[config.mk]
export PLATFORM = sky130hd
export DESIGN_NAME = alu_operand_stage
export DESIGN_NICKNAME = d
export VERILOG_FILES = /design/src/rtl/alu_operand_stage.sv
export SDC_FILE = /design/constraint.sdc
export NUM_CORES = 1
export LEC_CHECK = 0
export ABC_AREA = 1
export CORE_MARGIN = 3
export CORE_UTILIZATION = 40
export CTS_CLUSTER_SIZE = 8
export DETAILED_ROUTE_END_ITERATION = 10
export DONT_BUFFER_PORTS = 1
export GPL_ROUTABILITY_DRIVEN = 0
export PLACE_DENSITY = 0.62
export SLEW_MARGIN = 0
export SYNTH_ARGS = -nofsm -noshare
export SYNTH_HDL_FRONTEND = slang
export SYNTH_SLANG_ARGS = --single-unit
export TNS_END_PERCENT = 5
[constraint.sdc]
create_clock -name clk -period 2.4 [get_ports clk]
set_clock_uncertainty 0.2 [all_clocks]
set_input_delay 0.48 -clock clk [delete_from_list [all_inputs] [get_ports clk]]
set_output_delay 0.48 -clock clk [all_outputs]
set_load 0.01 [all_outputs]
[src/rtl/alu_operand_stage.sv]
// Issue stage in front of the 32-bit ALU: decodes the instruction, reads
// operands from a local register file (with write-back bypass), stalls on
// read-after-write hazards via a busy-bit scoreboard and hands a registered
// {A, B, sel, rd} bundle to the ALU over a valid/ready handshake.
module alu_operand_stage #(
  parameter int NREG  = 16,
  parameter int IMM_W = 16
) (
  input  logic        clk,
  input  logic        rst_n,
  input  logic        in_valid,
  output logic        in_ready,
  input  logic [31:0] in_instr,
  output logic        out_valid,
  input  logic        out_ready,
  output logic [31:0] out_a,
  output logic [31:0] out_b,
  output logic [2:0]  out_sel,
  output logic [3:0]  out_rd,
  input  logic        wb_en,
  input  logic [3:0]  wb_addr,
  input  logic [31:0] wb_data,
  output logic [15:0] issued_cnt
);

  logic [31:0]     rf [NREG];
  logic [NREG-1:0] busy;
  logic [NREG-1:0] busy_nxt;

  logic        dec_imm;
  logic [2:0]  dec_sel;
  logic [3:0]  dec_rd;
  logic [3:0]  dec_rs1;
  logic [3:0]  dec_rs2;
  logic [31:0] imm_ext;
  logic [31:0] rd_a;
  logic [31:0] rd_b;
  logic [31:0] op_b;
  logic        wb_hit1;
  logic        wb_hit2;
  logic        haz1;
  logic        haz2;
  logic        blocked;
  logic        accept;

  assign dec_imm = in_instr[31];
  assign dec_sel = in_instr[30:28];
  assign dec_rd  = in_instr[27:24];
  assign dec_rs1 = in_instr[23:20];
  assign dec_rs2 = in_instr[19:16];
  assign imm_ext = {{(32-IMM_W){1'b0}}, in_instr[IMM_W-1:0]};

  assign wb_hit1 = wb_en && (wb_addr == dec_rs1) && (wb_addr != 4'd0);
  assign wb_hit2 = wb_en && (wb_addr == dec_rs2) && (wb_addr != 4'd0);

  // Operand read: R0 is hardwired zero, same-cycle write-back is forwarded
  always_comb begin
    rd_a = rf[dec_rs1];
    rd_b = rf[dec_rs2];
    if (dec_rs1 == 4'd0) rd_a = '0;
    else if (wb_hit1)    rd_a = wb_data;
    if (dec_rs2 == 4'd0) rd_b = '0;
    else if (wb_hit2)    rd_b = wb_data;
  end

  assign op_b = dec_imm ? imm_ext : rd_b;

  // pass-B ignores A, so its rs1 cannot create a hazard; an in-flight result
  // retiring this very cycle is forwarded, so it does not block either
  assign haz1    = (dec_sel != 3'b010) && busy[dec_rs1] && !wb_hit1;
  assign haz2    = !dec_imm && busy[dec_rs2] && !wb_hit2;
  assign blocked = haz1 || haz2;

  assign in_ready = rst_n && (!out_valid || out_ready) && !blocked;
  assign accept   = in_valid && in_ready;

  // Scoreboard next state: retire first, then a new claim wins on collision
  always_comb begin
    busy_nxt = busy;
    if (wb_en) busy_nxt[wb_addr] = 1'b0;
    if (accept && (dec_rd != 4'd0)) busy_nxt[dec_rd] = 1'b1;
    busy_nxt[0] = 1'b0;
  end

  // Scoreboard register
  always_ff @(posedge clk or negedge rst_n) begin
    if (!rst_n) busy <= '0;
    else        busy <= busy_nxt;
  end

  // Register file write port; R0 is never written
  always_ff @(posedge clk or negedge rst_n) begin
    if (!rst_n) begin
      for (int i = 0; i < NREG; i++) rf[i] <= '0;
    end else if (wb_en && (wb_addr != 4'd0)) begin
      rf[wb_addr] <= wb_data;
    end
  end

  // Output bundle: load on accept, otherwise hold; valid drops once consumed
  always_ff @(posedge clk or negedge rst_n) begin
    if (!rst_n) begin
      out_valid <= 1'b0;
      out_a     <= '0;
      out_b     <= '0;
      out_sel   <= '0;
      out_rd    <= '0;
    end else if (accept) begin
      out_valid <= 1'b1;
      out_a     <= rd_a;
      out_b     <= op_b;
      out_sel   <= dec_sel;
      out_rd    <= dec_rd;
    end else if (out_ready) begin
      out_valid <= 1'b0;
    end
  end

  // Accepted-instruction counter, free-running wrap
  always_ff @(posedge clk or negedge rst_n) begin
    if (!rst_n)      issued_cnt <= '0;
    else if (accept) issued_cnt <= issued_cnt + 16'd1;
  end

endmodule

Word level (Yosys, flattened, before mapping):

Cells that the tools add are included.

* output and inout port bits: 89
* bits in registers: 615
* input port bits: 73

* bitwise operators: 6
* multiplexer cells: 26
* equal/unequal tests: 3
* order comparisons: 10
* reductions and logical operators: 28
* add/sub/neg operators: 1

Operator list (count)
* 512-bit bitwise mux: 1
* 32-bit two-way mux: 10
* 32-bit binary-select mux with 4-bit select: 2
* 32-bit demux with 4-bit select: 1
* 16-bit two-way mux: 2
* 4-bit by 5-bit < comparator with 1-bit output, second input constant: 4
* 16-bit by 1-bit adder with 16-bit output, second input constant: 1
* 16-bit bitwise AND: 1
* 1-bit logical AND: 16
* 16-bit NOT: 1
* 16-bit OR: 1
* 5-bit greater-or-equal comparator, second input constant: 3
* 4-bit NOT with 5-bit output: 3
* 1-bit binary-select mux with 4-bit select: 2
* 1-bit demux with 4-bit select: 2
* 4-bit == test: 2
* 4-bit by 1-bit greater-or-equal comparator with 1-bit output, second input constant: 2
* 4-bit logical NOT: 2
* 4-bit nonzero test: 2
* 1-bit two-way mux: 6
* 1-bit logical NOT: 5
* 5-bit by 1-bit < comparator with 1-bit output, second input constant: 1
* 3-bit by 2-bit inequality test with 1-bit output, second input constant: 1
* 1-bit logical OR: 2
* 2-bit nonzero test: 1

Logic depth before layout (Yosys ltp):

* depth after elaboration: 11
* mapped depth: 17
* mapped depth without buffers: 14

Worst setup path before layout:

Ideal clock, no wire load.

* path type: input-to-output
* start point: input port wb_addr[3]
* end point: output port in_ready
* path slack: -0.012 ns
* data required time: 1.720 ns
* buffers on the path: 4
* data arrival time: 1.732 ns
* stages on the path: 10
* cells stage by stage: clkbuf_2 nor2_1 a21oi_2 nand2_1 buf_2 nand2_1 a21oi_2 nor2_4 buf_6 buf_4

* cells in the longest elaborated chain, start to end: 8
* elaborated cells on any way between the ends: 14

Ends and longest elaborated chain
* start, declared: line 21 `input logic [3:0] wb_addr,`
* 4-bit == test, on equally long branches: line 53, 54
* 1-bit logical AND, on equally long branches (2 in a row): line 53, 54
* 1-bit logical NOT, on equally long branches: line 70, 71
* 1-bit logical AND, on equally long branches: line 70, 71
* 1-bit logical OR (*): line 72 `assign blocked = haz1 || haz2;`
* 1-bit logical NOT (*): line 74 `assign in_ready = rst_n && (!out_valid || out_ready) && !blocked;`
* 1-bit logical AND (*): line 74
* end, declared: line 12 `output logic in_ready,`

Every way passes the cells marked *; elsewhere a longest branch is shown, timed or not.

Worst setup path in the final report:

* start point: input port rst_n
* end point: output port in_ready

* cells in the longest elaborated chain, start to end: 2

Ends and longest elaborated chain
* start, declared: line 10 `input logic rst_n,`
* 1-bit logical AND (2 in a row): line 74

No other way between the ends.

==> results.sh <==
export IMPL_outcome="finished, violations left"
export IMPL_violations="hold timing, slew limit, setup timing"
export IMPL_worstSkewPairLatency_ns=0.65
export IMPL_fp_dieH_um=294
export IMPL_viasPerCell=5.67
export IMPL_floorplan_die_area_mm2=0.0862
export IMPL_row_count=104
export IMPL_cp_startpoint="rst_n"
export IMPL_dp_cells=5381
export IMPL_io_buffers=0
export IMPL_crit_path_start_kind="input pin"
export IMPL_wirelength_um=119000
export IMPL_cts_sinks=615
export IMPL_p_leak_nw=17.6
export IMPL_final_cells=5552
export IMPL_drc=0
export IMPL_hold_ws_ns=-0.639
export IMPL_grt_pass1_wl_um=182000
export IMPL_switchingPower_mw=9.34
export IMPL_r2r_start="busy[14]$_DFF_PN0_"
export IMPL_wl_per_cell_um=21.4
export IMPL_grt_max_degree=617
export IMPL_nNetsFinal=4549
export IMPL_slew_headroom_pct=-84.7
export IMPL_gr_usage_met3_pct=3.95
export IMPL_synth_seq_area_share_pct=46.5
export IMPL_grt_busiest_layer="met2"
export IMPL_power_frac_seq_pct=46.7
export IMPL_critPathMaxFanout=616
export IMPL_setup_viol=50
export IMPL_ys_ff_latch=615
export IMPL_yosysWarnings=0
export IMPL_max_stage_delay_ns=0.59
export IMPL_setup_ws_ns=-0.575
export IMPL_die_w_um=294
export IMPL_initial_core_util_pct=40.7
export IMPL_post_dp_cell_area_mm2=0.0343
export IMPL_root_buffer="clkbuf_16"
export IMPL_h_tree_depth=3
export IMPL_power_density_mw_per_mm2=818
export IMPL_drive_gt1_share_pct=5.82
export IMPL_clk_pin_slew_ns=0.05
export IMPL_fin_area_mm2=0.0373
export IMPL_slew_violations=559
export IMPL_rsz0062_at_grt="yes"
export IMPL_hp_class="input pin to async pin"
export IMPL_combPwrFrac_pct=17.2
export IMPL_arrival_ns=2.29
export IMPL_p_int_mw=21.2
export IMPL_fin_util_pct=45.9
export IMPL_cp_top_family="compound AO/OA/AOI/OAI gates"
export IMPL_min_period_ns=2.97
export IMPL_hold_viol=616
export IMPL_dr_pass1_iters=6
export IMPL_clkPwrFrac_pct=36.1
export IMPL_drtIter0Drc=3645
export IMPL_grt_pass1_vias=29700
export IMPL_tightest_slew_ns=2.77
export IMPL_netlist_instances=4616
export IMPL_final_setup_tns_ns=-2.92
export IMPL_crit_path_cell_trace="o21a_1 -> nand2_2 -> nor2_4 -> buf_12"
export IMPL_fmax_ghz=0.336
export IMPL_dp_hpwl_um=67200
export IMPL_drv_cap=0
export IMPL_final_common_cell="nand2_1"
export IMPL_synthesis_area_mm2=0.0331
export IMPL_cp_required_ns=1.72
export IMPL_syn_nets=4690
export IMPL_cts_tree="done"
export IMPL_clockBufferDepth=3
export IMPL_n_fill_cell=8139
export IMPL_ios=162
export IMPL_gr_usage_met1_pct=36.2
export IMPL_cts_buffers=86
export IMPL_ant_nets=0
export IMPL_p_sw_share_pct=30.6
export IMPL_core_mm2=0.0812
export IMPL_vias=31500
export IMPL_use_met2_pct=43.2
export IMPL_area_growth_pct=12.8
export IMPL_syn_area_per_cell_um2=7.16
export IMPL_worstSetupPathType="input pin to output port"
export IMPL_reg2reg_setup_slack_ns=0.14
export IMPL_antenna_found_initial=5
export IMPL_peakVddDrop_mv=0.547
export IMPL_synth_cell_types=33
export IMPL_path_buf_inv=1
export IMPL_fin_crit_sh_pct=124
export IMPL_final_cell_mix="nand2_1, o21ai_0, dfrtp_1, nand3_1, a21oi_1"
export IMPL_gr_total_overflow=0
export IMPL_grtUsageTotal_pct=27.1
export IMPL_cp_end_kind="output port"
export IMPL_crit_slowest_cell="o21a_1"
-- metrics by stage --
| stage | hold slack (ns) | setup slack [ns] | power (mW) |
|---|---|---|---|
| finish | -0.639 | -0.575 | 30.5 |
| global route | -0.670 | -0.297 | 32.1 |
| CTS | -0.672 | -0.244 | 30.5 |
| detailed placement | -0.00575 | 0.135 | 19.4 |
| global placement | -0.00237 | 0.101 | 19.2 |
| floorplan | -0.0156 | 0.0188 | 17.9 |
-- path summary, 6_finish.rpt --
path / endpoint / depth (start not counted)
max: in_ready / 4
min: out_a[8]$_DFFE_PN0P_ / 0
max reg2reg: issued_cnt[8]$_DFFE_PN0P_ / 12
min reg2reg: rf[508]$_DFFE_PN0P_ / 0
max in group asynchronous: rf[260]$_DFFE_PN0P_ / 0
min in group clk: busy[14]$_DFF_PN0_ / 4
-- sequential cells by signal (all words and copies together) (netlist names) --
name        count
busy           15
rf            512
out_valid       1
out_b          32
out_rd          4
out_a          32
out_sel         3
issued_cnt     16
-- cell type report --
type                            count  area (µm²)  share of cell area [%]
Antenna cell                       11        27.5                  0.0738
Clock buffer                       91        2260                    6.05
Clock inverter                      3        33.8                  0.0906
Inverter                          268        1010                    2.72
Multi-Input combinational cell   3318       15100                    40.5
Sequential cell                   615       15400                    41.3
Tap cell                         1060        1330                    3.56
Timing Repair Buffer              186        2160                    5.80
-- what timing repair did --
| item | 4_1_cts | 5_1_grt |
|---|---|---|
| buffers inserted | 1 | 1 |
| endpoints found under the setup margin | 1 | 4 |
| pin swaps | 4 | 2 |
| gates resized for setup | 5 | 3 |
| endpoints found under the hold margin | 773 | 714 |
| hold buffers | 46 | 18 |
-- synth_stat cells --
cell       instances  share of area [%]
inv_1            261                3.0
a21oi_1          296                4.5
xnor2_1           12               0.32
o21ai_1            1              0.015
a22oi_1            2              0.045
nor2_4             1              0.034
nand2_1         1589                 18
o2111ai_1          2              0.053
nor2_2             1              0.019
clkbuf_1         273                3.1
or2_2              1              0.019
o21ai_0          732                 11
nand3_1          515                7.8
ha_1               1              0.038
o21a_1             1              0.023
o211ai_1          92                2.1
nor3_1             6              0.091
nor2_1            32               0.36
nor4_1             1              0.019
inv_2              7              0.079
buf_4             10               0.23
buf_2             77                1.2
or3b_2             1              0.026
xor2_1             9               0.24
buf_6              2              0.068
nand4_1           18               0.34
nand3b_1           1              0.023
nand2_2            1              0.019
nand2_4            1              0.034
buf_1             52               0.59
a21oi_2            2              0.053
dfrtp_1          615                 47
clkbuf_2           1              0.015
-- logic make-up (layout without fill, tap and decap cells) --
logic type,count (synthesis),after routing,synth area share [%]
compound gates,1128,1128,17.8
simple gates,2168,2168,26.8
buf+inv,683,548,8.21
other cells,0,11,0
fa+ha+maj,1,1,0.0378
flops,615,615,46.5
xor+xnor,21,21,0.556
-- power by group through the flow --
stage                     Clock [mW]  Sequential [mW]  Combinational, mW
after CTS                       11.2             14.2               5.17
after floorplan                    0             13.9               4.02
after global routing            11.6             14.5               6.08
after global placement             0             14.3               4.91
after detailed placement           0             14.3               5.06
final                           11.0             14.2               5.25
-- metal layers --
metal,up-vias,share of wire (%)
li1,14800,-
met1,15000,41
met2,1398,46
met3,320,7.4
met4,0,5.3
met5,-,0
Note: power is estimated with default switching activity, not from simulation.
